==> src/rtl/umem_arb_pkg.sv <==
// ============================================================================
// umem_arb_pkg : shared types and constants for the unified-memory arbiter
// Rev 1.0 - initial release
// ============================================================================
`default_nettype none

package umem_arb_pkg;

  typedef enum logic [1:0] {
    IDLE  = 2'd0,
    ISSUE = 2'd1,
    WAIT  = 2'd2,
    DONE  = 2'd3
  } state_t;

  localparam logic GNT_I = 1'b0;
  localparam logic GNT_D = 1'b1;

  // Byte offset of a doubleword within a byte address
  localparam int c_byte_ofs = 3;

endpackage

`default_nettype wire

==> src/rtl/umem_arb_pick.sv <==
// ============================================================================
// umem_arb_pick : combinational request picker (UMEM_ARB_RR_EN selects
//                 round-robin, otherwise fixed data priority)
// Rev 1.0 - initial release
// ============================================================================
`default_nettype none

module umem_arb_pick
  import umem_arb_pkg::*;
(
  input  logic i_req,
  input  logic d_req,
  input  logic last_grant,
  output logic valid,
  output logic grant
);

  assign valid = i_req | d_req;

`ifdef UMEM_ARB_RR_EN
  // On a tie the port not served last wins
  always_comb begin
    grant = GNT_I;
    if (i_req && d_req) begin
      grant = (last_grant == GNT_I) ? GNT_D : GNT_I;
    end else if (d_req) begin
      grant = GNT_D;
    end
  end
`else
  logic w_unused_last;
  assign w_unused_last = last_grant;
  assign grant = d_req ? GNT_D : GNT_I;
`endif

endmodule

`default_nettype wire

==> src/rtl/umem_arbiter.sv <==
// ============================================================================
// umem_arbiter : fetch/data arbiter and sequencer for a single-port unified
//                memory. Optional round-robin via macro UMEM_ARB_RR_EN.
// Rev 1.0 - initial release
// ============================================================================
`default_nettype none

module umem_arbiter
  import umem_arb_pkg::*;
#(
  parameter int ADDR_BITS = 6,
  parameter int MEM_LAT   = 1
)
(
  input  logic                            clk,
  input  logic                            rst_n,
  input  logic                            i_req,
  input  logic [ADDR_BITS-1:0]            i_addr,
  output logic                            i_ack,
  output logic [31:0]                     i_rdata,
  input  logic                            d_req,
  input  logic                            d_we,
  input  logic [ADDR_BITS-1:0]            d_addr,
  input  logic [63:0]                     d_wdata,
  output logic                            d_ack,
  output logic [63:0]                     d_rdata,
  output logic                            mem_en,
  output logic                            mem_we,
  output logic [ADDR_BITS-c_byte_ofs-1:0] mem_addr,
  output logic [63:0]                     mem_wdata,
  input  logic [63:0]                     mem_rdata
);

  localparam int c_cnt_w = (MEM_LAT > 1) ? $clog2(MEM_LAT) : 1;
  localparam logic [c_cnt_w-1:0] c_cnt_init = c_cnt_w'(MEM_LAT - 1);

  state_t             r_state;
  logic [c_cnt_w-1:0] r_cnt;
  logic               r_gnt;
  logic               r_we;
  logic               r_half;
  logic               w_valid;
  logic               w_grant;
  logic               w_last_grant;

  // Sub-doubleword address bits never reach the memory
  logic w_unused_addr;
  assign w_unused_addr = ^{i_addr[c_byte_ofs-2:0], d_addr[c_byte_ofs-1:0]};

  umem_arb_pick u_pick (
    .i_req      (i_req),
    .d_req      (d_req),
    .last_grant (w_last_grant),
    .valid      (w_valid),
    .grant      (w_grant)
  );

`ifdef UMEM_ARB_RR_EN
  logic r_last_grant;
  always_ff @(posedge clk or negedge rst_n) begin
    if (!rst_n) begin
      r_last_grant <= GNT_I;
    end else if (r_state == IDLE && w_valid) begin
      r_last_grant <= w_grant;
    end
  end
  assign w_last_grant = r_last_grant;
`else
  assign w_last_grant = GNT_I;
`endif

  always_ff @(posedge clk or negedge rst_n) begin
    if (!rst_n) begin
      r_state   <= IDLE;
      r_cnt     <= '0;
      r_gnt     <= GNT_I;
      r_we      <= 1'b0;
      r_half    <= 1'b0;
      i_ack     <= 1'b0;
      i_rdata   <= '0;
      d_ack     <= 1'b0;
      d_rdata   <= '0;
      mem_en    <= 1'b0;
      mem_we    <= 1'b0;
      mem_addr  <= '0;
      mem_wdata <= '0;
    end else begin
      i_ack <= 1'b0;
      d_ack <= 1'b0;
      unique case (r_state)
        IDLE: begin
          if (w_valid) begin
            r_gnt  <= w_grant;
            r_half <= i_addr[c_byte_ofs-1];
            mem_en <= 1'b1;
            if (w_grant == GNT_D) begin
              r_we      <= d_we;
              mem_we    <= d_we;
              mem_addr  <= d_addr[ADDR_BITS-1:c_byte_ofs];
              mem_wdata <= d_we ? d_wdata : '0;
            end else begin
              r_we      <= 1'b0;
              mem_we    <= 1'b0;
              mem_addr  <= i_addr[ADDR_BITS-1:c_byte_ofs];
              mem_wdata <= '0;
            end
            r_state <= ISSUE;
          end
        end
        ISSUE: begin
          mem_en    <= 1'b0;
          mem_we    <= 1'b0;
          mem_addr  <= '0;
          mem_wdata <= '0;
          if (r_we) begin
            // Only the data port can write
            d_ack   <= 1'b1;
            r_state <= DONE;
          end else begin
            r_cnt   <= c_cnt_init;
            r_state <= WAIT;
          end
        end
        WAIT: begin
          if (r_cnt == '0) begin
            if (r_gnt == GNT_D) begin
              d_ack   <= 1'b1;
              d_rdata <= mem_rdata;
            end else begin
              i_ack   <= 1'b1;
              i_rdata <= r_half ? mem_rdata[63:32] : mem_rdata[31:0];
            end
            r_state <= DONE;
          end else begin
            r_cnt <= r_cnt - c_cnt_w'(1);
          end
        end
        DONE: begin
          r_state <= IDLE;
        end
        default: begin
          r_state <= IDLE;
        end
      endcase
    end
  end

endmodule

`default_nettype wire

==> config.mk <==
export PLATFORM = sky130hd
export DESIGN_NAME = umem_arbiter
export DESIGN_NICKNAME = d
export VERILOG_FILES = /design/src/rtl/umem_arb_pkg.sv /design/src/rtl/umem_arb_pick.sv /design/src/rtl/umem_arbiter.sv
export SDC_FILE = /design/constraint.sdc
export NUM_CORES = 1
export LEC_CHECK = 0
export ABC_AREA = 1
export ABC_CLOCK_PERIOD_IN_PS = 3100
export BUFFER_PORTS_ARGS = -buffer_cell sky130_fd_sc_hd__buf_2
export CORE_UTILIZATION = 51
export CTS_CLUSTER_SIZE = 14
export DETAILED_ROUTE_END_ITERATION = 16
export GPL_TIMING_DRIVEN = 0
export HOLD_SLACK_MARGIN = 0.02
export PLACE_DENSITY = 0.95
export SETUP_SLACK_MARGIN = 0.02
export SLEW_MARGIN = 0
export SYNTH_ARGS = -nofsm -noshare
export SYNTH_HDL_FRONTEND = slang
export SYNTH_SLANG_ARGS = --single-unit
==> constraint.sdc <==
create_clock -name clk -period 3.1 [get_ports clk]
set_input_delay 0.775 -clock clk [delete_from_list [all_inputs] [get_ports clk]]
set_output_delay 0.775 -clock clk [all_outputs]
set_load 0.02 [all_outputs]
Word level (Yosys, flattened, before mapping). Index checks and enable logic that the tools add are counted.

Add/sub/neg operators: 1. Equal/unequal tests: 6. Mux-type cells: 28. Bitwise gates (word level): 3. Reductions and logical operators: 9.

Operator list (number): 2-to-1 mux 64 bit (3); one-hot mux 64 bit (2 select lines) (1); 2-to-1 mux 32 bit (1); 2-to-1 mux 1 bit (13); one-hot mux 1 bit (2 select lines) (4); one-hot mux 2 bit (4 select lines) (1); AND reduction 2 bit (4); 2-to-1 mux 3 bit (2); one-hot mux 3 bit (2 select lines) (1); AND reduction 3 bit (2); == test 2 bit (second input constant) (2); 2-to-1 mux 2 bit (2); inequality test 2 bit (second input constant) (2); nonzero test 2 bit (2); == test 2 x 1 -> 1 bit (second input constant) (1); zero test 2 bit (1); inequality test 2 x 1 -> 1 bit (second input constant) (1); NOT 1 bit (2); OR 1 bit (1); subtractor 1 bit (second input constant) (1).

Register bits: 173. Input port bits: 145.

Logic depth before layout (Yosys ltp). Gate-level depths: netlist of the first run.

Depth after elaboration: 4. Depth in mapped cells: 9. Gate-level depth less buffers: 7.

Hierarchy. From an unflattened synthesis of the first run, not the netlist that was laid out.

Cells, all modules: 841. Area total of the unflattened synthesis: 7238.2 µm².

By module, submodules not included: umem_arbiter (times used 1, cells each 837, area an instance 7219.4 µm²); umem_arb_pick (times used 1, cells each 4, area an instance 18.8 µm²).

Worst setup path after synthesis of the first run. Ideal clock, no wire load.

Path kind: in2reg. From: input port d_req. To: register mem_wdata[37]. Setup time: 0.066 ns. Arrival: 1.393 ns. Required time: 3.034 ns. Setup slack: 1.641 ns. Cell stages on the path: 5. Cells stage by stage: o21ai_1 -> buf_2 -> buf_2 -> nand3_1 -> nand2_1.

Longest elaborated chain between the ends: 4. Elaborated cells between the ends (all ways): 7.

Ends and longest elaborated chain: start: declaration (RTL line umem_arbiter.sv:21) `input logic d_req,`; 2-to-1 mux 1 bit (RTL line umem_arb_pick.sv:33) `assign grant = d_req ? GNT_D : GNT_I;`; 2-to-1 mux 64 bit (RTL line umem_arbiter.sv:96) `if (w_grant == GNT_D) begin`; 2-to-1 mux 64 bit (RTL line umem_arbiter.sv:92) `if (w_valid) begin`; one-hot mux 64 bit (2 select lines) (RTL line umem_arbiter.sv:90) `unique case (r_state)`; end signal: assignment (RTL line umem_arbiter.sv:100) `mem_wdata <= d_we ? d_wdata : '0;`; end: declaration (RTL line umem_arbiter.sv:30) `output logic [63:0] mem_wdata,`.

Several ways; a longest one is shown, not always the timed one. The select of a mux whose other input is x is not followed. A chain may end at the register's enable or synchronous reset.

Final worst setup path of the first run.
From: register r_state[0]. To: register d_rdata[47].

Longest elaborated chain between the ends: 2.

Ends and longest elaborated chain: start: declaration (RTL line umem_arbiter.sv:37) `state_t r_state;`; start signal: assignment (RTL line umem_arbiter.sv:74) `r_state <= IDLE;`; start signal: assignment (RTL line umem_arbiter.sv:107) `r_state <= ISSUE;`; start signal: assignment (RTL line umem_arbiter.sv:118) `r_state <= DONE;`; == test 2 bit (RTL line umem_arbiter.sv:90); AND reduction 3 bit (no line); end signal: assignment (RTL line umem_arbiter.sv:128) `d_rdata <= mem_rdata;`; end: declaration (RTL line umem_arbiter.sv:26) `output logic [63:0] d_rdata,`.

No other way between the ends.

==> flow_metrics.py, run 1 <==
metrics = {
    "critical_path": {
        "critPathMaxFanout": 10,
        "critPathKind": "flip-flop to flip-flop",
        "critPathSlowestCell": "clkbuf_1",
        "crit_buf_inv": 3,
        "cp.arrival_ps": 2170,
        "required_ps": 3360,
        "crit_path_max_incr_delay_ps": 510,
        "worstSetupStartpointType": "flip-flop",
        "path_cells": "inv_1, ha_1, buf_2, nand2_1, clkbuf_1, o21ai_0",
        "cp_top_family": "buffers and inverters",
        "critPathCaptureType": "flip-flop",
    },
    "route": {
        "dr.pass1.iters": 5,
        "top_layer": "met4",
        "dr_total_vias": 7405,
        "drt-initial-drc-count": 716,
        "wl_um": 23200,
        "avgRoutedWirePerCell_um": 17.4,
        "wl_met2_um": 12000,
        "via_per_inst": 5.53,
        "wl_met3_um": 2100,
        "wl_met1_um": 8120,
        "final_antenna_net_count": 0,
        "route.detailed.drc": 0,
    },
    "sta": {
        "rsz0062_at_grt": "false",
        "hold_slack_ps": 306,
        "timing.setup.tns_ps": 0,
        "hold_viol_final": 0,
        "relSlewSlack_pct": 58.7,
        "fmax_mhz": 522,
        "setup_viol": 0,
        "fin_crit_sh_pct": 61.8,
        "final.setup_skew_ps": 9.56,
        "drv_slew": 0,
        "period_minus_slack_ps": 1920,
        "worstMarginPinSlew_ps": 620,
    },
    "logic_synthesis": {
        "synth-edff-count": 0,
        "synth.top_cell.area_share_pct": 59.8,
        "yosys_warnings": 0,
        "synth-seq-cells": 172,
        "synthesis.nets": 967,
        "netlist_instances": 818,
        "ys_seq_area_share_pct": 59.8,
        "synth_area_leaders": "dfrtp_1 (60%), nand2_1 (16%), nand3_1 (12%)",
        "synth_largest_area_cell": "dfrtp_1",
        "synth_area_per_cell_um2": 8.80,
        "synth.most_common_cell": "nand2_1",
        "syn-cell-area_um2": 7200,
        "synth_top_flop_cell": "dfrtp_1",
        "postSynth.asyncResetShare_pct": 100,
        "synth_cell_types": 19,
        "synth_common_cells": "nand2_1 (298), dfrtp_1 (172), nand3_1 (168), o21ai_0 (49), inv_1 (37)",
    },
    "clocking": {
        "cts_buffers": 17,
        "ctsHoldBuffers": 0,
        "cts_sinks": 172,
        "cts_tree": "built",
        "worstSkewPairLatency_ps": 410,
        "cts_resized": 0,
        "htreeDepth": 4,
        "cts_setup_buffers": 0,
        "cts_max_path_buffers": 2,
        "clk_pin_slew_worst_paths_ps": 60,
        "root_buffer": "clkbuf_16",
    },
    "run_status": {
        "status": "finished, final reports clean",
    },
    "pwr": {
        "peakVddDrop_v": 0.000622,
        "combPwrFrac_pct": 46.2,
        "clockPowerShare_pct": 19.0,
        "swShare_pct": 45.5,
        "switchingPower_uw": 4950,
        "power_per_cell_area_nw_per_um2": 1140,
        "p_int_uw": 5920,
        "p_leak_uw": 0.00562,
        "seqPwrFrac_pct": 34.8,
    },
    "finish": {
        "finalNetCount": 1293,
        "areaGrowthSynthToFinish_pct": 33.0,
        "drive_gt1_share_pct": 32.4,
    },
    "die": {
        "dieArea_um2": 14600,
        "initial_core_util_pct": 52.0,
        "fp.dieW_um": 121,
        "boundaryPins": 312,
        "coreArea_um2": 13800,
        "row_count": 43,
        "die-height_um": 121,
    },
    "global_route": {
        "grt_pass1_vias": 7091,
        "grt_antenna_before_repair": 2,
        "grt_use_total_pct": 32.3,
        "overflow": 0,
        "grt_pass1_wl_um": 35800,
        "grt_max_degree": 100,
    },
    "placement": {
        "hpwl_um": 17100,
        "gp_congestion": 0.953,
        "io_buffers": 306,
    },
    "flow_run": {
        "drv_cap": 0,
    },
    "min_path": {
        "holdCritPathClass": "input port to async pin",
    },
}
[state kept, by name, indices dropped and copies added (netlist names)]
name	count
mem_en	1
i_rdata	32
mem_we	1
mem_addr	3
r_gnt	1
i_ack	1
mem_wdata	64
r_half	1
r_we	1
r_state	2
d_ack	1
d_rdata	64
[worst reg2reg max path, cell delays in order, from the launching register on]
cell and delay, ps:
dfrtp_1 400, inv_1 100, ha_1 190, buf_2 180, nand2_1 190, clkbuf_1 510
o21ai_0 190
[final timing paths]
kind / start / end / slack [ps] / depth (start not counted)
max reg2reg: r_state[0]$_DFFE_PN0P_ / d_rdata[47]$_DFFE_PN0P_ / 1180 / 6
min in group clk: d_rdata[27]$_DFFE_PN0P_ / d_rdata[27]$_DFFE_PN0P_ / 460 / 2
min: rst_n / mem_wdata[15]$_DFFE_PN0P_ / 310 / 1
max in group asynchronous: rst_n / i_rdata[13]$_DFFE_PN0P_ / 1880 / 2
min reg2reg: d_rdata[27]$_DFFE_PN0P_ / d_rdata[27]$_DFFE_PN0P_ / 460 / 2
max: r_state[0]$_DFFE_PN0P_ / d_rdata[47]$_DFFE_PN0P_ / 1180 / 6
[cell families (layout without fill, tap and decap cells)]
family,Yosys count,after routing,synth area share (%)
other,0,2,0
buffers and inverters,99,437,6.16
AO/OA/AOI/OAI,70,70,5.56
adder cells (fa/ha/maj),4,4,0.696
AND/OR/NAND/NOR,473,473,27.8
flip-flops,172,172,59.8
[through the flow]
| step | total power [uW] | instances | util (%) | setup WS, ps | instance area, um2 |
|---|---|---|---|---|---|
| 3_5_place_dp | 8740 | 1305 | 65.0 | 1220 | 8990 |
| 6_report | 10900 | 1338 | 69.2 | 1180 | 9570 |
| 3_3_place_gp | 8500 | 1304 | 64.7 | -1280 | 8950 |
| 5_1_grt | 11500 | 1338 | 69.2 | 1050 | 9570 |
| 2_1_floorplan | 6810 | 818 | - | 1640 | 7200 |
| 4_1_cts | 10900 | 1336 | 69.2 | 1200 | 9560 |
[cells in the final DEF (no fill, tap or decap), types with 4 or more instances in the layout]
master / count
nor2_1: 4
clkbuf_16: 17
clkbuf_8: 4
inv_1: 37
clkbuf_1: 21
o21ai_0: 49
nand3_1: 168
buf_1: 7
nand2_1: 298
o211ai_1: 19
buf_4: 12
dfrtp_1: 172
buf_2: 326
ha_1: 4
[power by group through the flow]
stage	Clock (uW)	Sequential [uW]	Combinational (uW)
after floorplan	0	4890	1920
after global placement	0	3740	4770
after detailed placement	0	3780	4960
after CTS	2080	3760	5010
after global routing	2180	3870	5450
final	2060	3790	5020
[metal layers]
metal / global-route usage (%) / vias to the layer above
li1: - / 3307
met1: 36.4 / 3537
met2: 57.1 / 471
met3: 7.22 / 90
met4: 16.8 / 0
met5: 0 / -
[cell type report]
| cell class | instances | area (um2) |
|---|---|---|
| timing repair buffer | 307 | 1570 |
| buffer | 59 | 293 |
| sequential | 172 | 4300 |
| tap | 180 | 225 |
| clock buffer | 23 | 488 |
| fill | 1025 | 4260 |
| antenna | 2 | 5.00 |
| multi-input combinational | 547 | 2450 |
| clock inverter | 8 | 83.8 |
| inverter | 40 | 150 |
No activity file was read; power rests on OpenSTA's default activity.
==> run 2, diff against run 1 <==
ABC_AREA = 0   (was 1)
ABC_CLOCK_PERIOD_IN_PS = 1700   (was 3100)
CORE_UTILIZATION = 42   (was 51)
PLACE_DENSITY = 0.86   (was 0.95)
clock period = 1.7 ns   (was 3.1 ns; I/O delays follow)
==> run 2 against run 1 <==
Effect of this change: the flow now finishes with violations (negative setup slack); non-clock buffer count grew 5; clock power grew 80%; routed wire length shrank 19%.
==> flow_metrics.py, run 2 <==
metrics = {
    "run_status": {
        "status": "complete, but fails checks",
        "violations": "negative setup slack",
    },
    "sta": {
        "drv_slew": 0,
        "setup_viol": 13,
        "timing.setup.tns_ps": -250,
        "rsz0062_at_grt": "true",
        "setup_slack_ps": -27.1,
        "worstMarginPinSlew_ps": 504,
        "fin_crit_sh_pct": 102,
        "relSlewSlack_pct": 66.1,
        "final.setup_skew_ps": 9.09,
        "fmax_mhz": 579,
        "hold_viol_final": 0,
        "period_minus_slack_ps": 1730,
    },
    "die": {
        "dieArea_um2": 16300,
        "coreArea_um2": 15300,
        "boundaryPins": 312,
        "die-height_um": 128,
        "row_count": 45,
        "fp.dieW_um": 128,
        "initial_core_util_pct": 43.3,
    },
    "critical_path": {
        "critPathCaptureType": "flip-flop",
        "worstSetupStartpointType": "flip-flop",
        "critPathKind": "flip-flop to flip-flop",
        "cp.arrival_ps": 2080,
        "required_ps": 2050,
        "critPathMaxFanout": 5,
    },
    "pwr": {
        "power_per_cell_area_nw_per_um2": 2100,
        "p_leak_uw": 0.00517,
        "peakVddDrop_v": 0.00125,
        "fin_total_pwr_uw": 20300,
    },
    "finish": {
        "finalNetCount": 975,
        "ff_latch_area_um2": 4300,
        "layout_common_cells": "buf_2 (309), dfrtp_1 (172), mux2_2 (65), a22o_1 (65), nand2_1 (37)",
        "fill_cells": 1165,
        "largest_registers": "d_rdata: 64 flops, mem_wdata: 64 flops, i_rdata: 32 flops",
        "areaGrowthSynthToFinish_pct": 46.4,
        "final_common_cell": "buf_2",
        "final_cells": 1051,
        "drive_gt1_share_pct": 56.4,
        "multi_input_area_um2": 2180,
    },
    "logic_synthesis": {
        "synth-seq-cells": 172,
        "synth.most_common_cell": "dfrtp_1",
        "syn-cell-area_um2": 6630,
        "synth_largest_area_cell": "dfrtp_1",
        "postSynth.asyncResetShare_pct": 100,
        "synth_top_flop_cell": "dfrtp_1",
        "synth_cell_types": 27,
        "netlist_instances": 470,
        "synth-edff-count": 0,
        "ys_seq_area_share_pct": 64.9,
        "synth_area_leaders": "dfrtp_1 (65%), mux2_2 (11%), a22o_1 (8.6%)",
        "synth_common_cells": "dfrtp_1 (172), a22o_1 (65), mux2_2 (65), nand2_1 (38), o21ai_0 (37)",
        "yosys_warnings": 0,
        "synthesis.nets": 619,
        "synth.top_cell.area_share_pct": 64.9,
        "synth_area_per_cell_um2": 14.1,
    },
    "route": {
        "dr.pass1.iters": 4,
        "wl_um": 18700,
        "final_antenna_net_count": 0,
        "route.detailed.drc": 0,
        "dr_total_vias": 5304,
        "drt-initial-drc-count": 255,
        "avgRoutedWirePerCell_um": 17.8,
        "via_per_inst": 5.05,
    },
    "global_route": {
        "grt_use_total_pct": 21.9,
        "grt_pass1_vias": 5253,
        "grt_pass1_wl_um": 27200,
        "grt_antenna_before_repair": 1,
        "overflow": 0,
        "grt_max_degree": 106,
    },
    "placement": {
        "hpwl_um": 13000,
        "place_inst": 988,
        "gp_congestion": 0.770,
        "io_buffers": 306,
    },
    "clocking": {
        "clk_pin_slew_worst_paths_ps": 60,
        "cts_sinks": 172,
        "htreeDepth": 4,
        "cts_max_path_buffers": 2,
        "worstSkewPairLatency_ps": 420,
        "root_buffer": "clkbuf_16",
        "cts_tree": "built",
        "cts_buffers": 17,
    },
    "min_path": {
        "holdCritPathClass": "input port to flip-flop",
    },
    "flow_run": {
        "drv_cap": 0,
    },
}
==> run 2: changes by cell type after synthesis, moves of 4 or more <==
| cell | previous run | this run |
|---|---|---|
| nand2_1 | 298 | 38 |
| nand3_1 | 168 | 1 |
| a22o_1 | 0 | 65 |
| mux2_2 | 0 | 65 |
| inv_1 | 37 | 4 |
| mux2i_1 | 0 | 32 |
| o211ai_1 | 19 | 0 |
| o21ai_0 | 49 | 37 |
| buf_4 | 12 | 2 |
| buf_2 | 21 | 14 |
| clkbuf_1 | 19 | 12 |
| buf_1 | 7 | 3 |
==> run 2: logic make-up (layout without fill, tap and decap cells) <==
| logic type | Yosys count | count (layout) | synth area share (%) |
|---|---|---|---|
| flops | 172 | 172 | 64.9 |
| buf+inv | 38 | 407 | 2.87 |
| fa+ha+maj | 4 | 4 | 0.755 |
| other cells | 0 | 1 | 0 |
| mux | 97 | 97 | 15.9 |
| simple gates | 46 | 46 | 2.92 |
| compound gates | 113 | 113 | 12.7 |
==> run 2: worst max-delay path: stages, from the launching register on <==
cell and delay, ps:
dfrtp_1 390, inv_2 100, ha_4 150, or3b_4 390, o21ai_4 110, buf_6 180
buf_12 110, buf_6 110, a22o_1 130
==> run 2: per-layer routing <==
layer | part of all wire [%] | GRT usage [%] | vias to the layer above | wire length (um)
met5 | 0 | 0 | - | 0
met4 | 2.4 | 8.37 | 0 | 454
met3 | 6.8 | 6.80 | 31 | 1280
met2 | 51 | 39.0 | 231 | 9580
met1 | 40 | 24.7 | 2621 | 7430
li1 | - | - | 2421 | -
==> run 2: final cells by class <==
type / instances / area share [%]
antenna: 1 / 0.0258
buffer: 32 / 3.50
clock buffer: 20 / 4.70
clock inverter: 12 / 1.13
inverter: 4 / 0.155
multi-input combinational: 260 / 22.5
sequential: 172 / 44.3
tap: 211 / 2.72
timing repair buffer: 339 / 21.0
==> run 2: worst paths after layout <==
check                                             from                   endpoint  slack (ps)  cells past startpoint
worst max-delay path            r_state[0]$_DFFE_PN0P_  mem_wdata[42]$_DFFE_PN0P_         -30                      8
max in group asynchronous                        rst_n    d_rdata[18]$_DFFE_PN0P_         310                      3
min in group asynchronous                        rst_n   mem_wdata[4]$_DFFE_PN0P_         530                      2
worst min register to register      mem_we$_DFFE_PN0P_         mem_we$_DFFE_PN0P_         470                      1
worst min-delay path                       d_wdata[22]  mem_wdata[22]$_DFFE_PN0P_         220                      2
worst max register to register  r_state[0]$_DFFE_PN0P_  mem_wdata[42]$_DFFE_PN0P_         -30                      8
==> run 2: per-stage QoR <==
step	worst slack [ps]	util, %	cell area [um2]	hold WS [ps]
final	-27.1	63.4	9710	223
after detailed placement	-421	55.4	8490	398
after global routing	-93.1	63.4	9710	191
after CTS	-31.6	61.0	9350	202
after global placement	-2360	55.2	8450	456
after floorplan	21.2	-	6660	129
==> run 2: power breakdown <==
part | leakage (uW) | internal [uW] | switching, uW
sequential | 0.00217 | 5790 | 890
combinational | 0.00273 | 4580 | 5380
clock | 0.000270 | 2110 | 1610
==> run 2: timing repair <==
| item | CTS | global route |
|---|---|---|
| hold endpoints to repair | 67 | 0 |
| hold buffers | 1 | 0 |
| resized for setup | 44 | 49 |
| endpoints found under the setup margin | 166 | 151 |
| gates cloned | 3 | 9 |
| pin swaps | 17 | 11 |
| setup buffers | 14 | 6 |
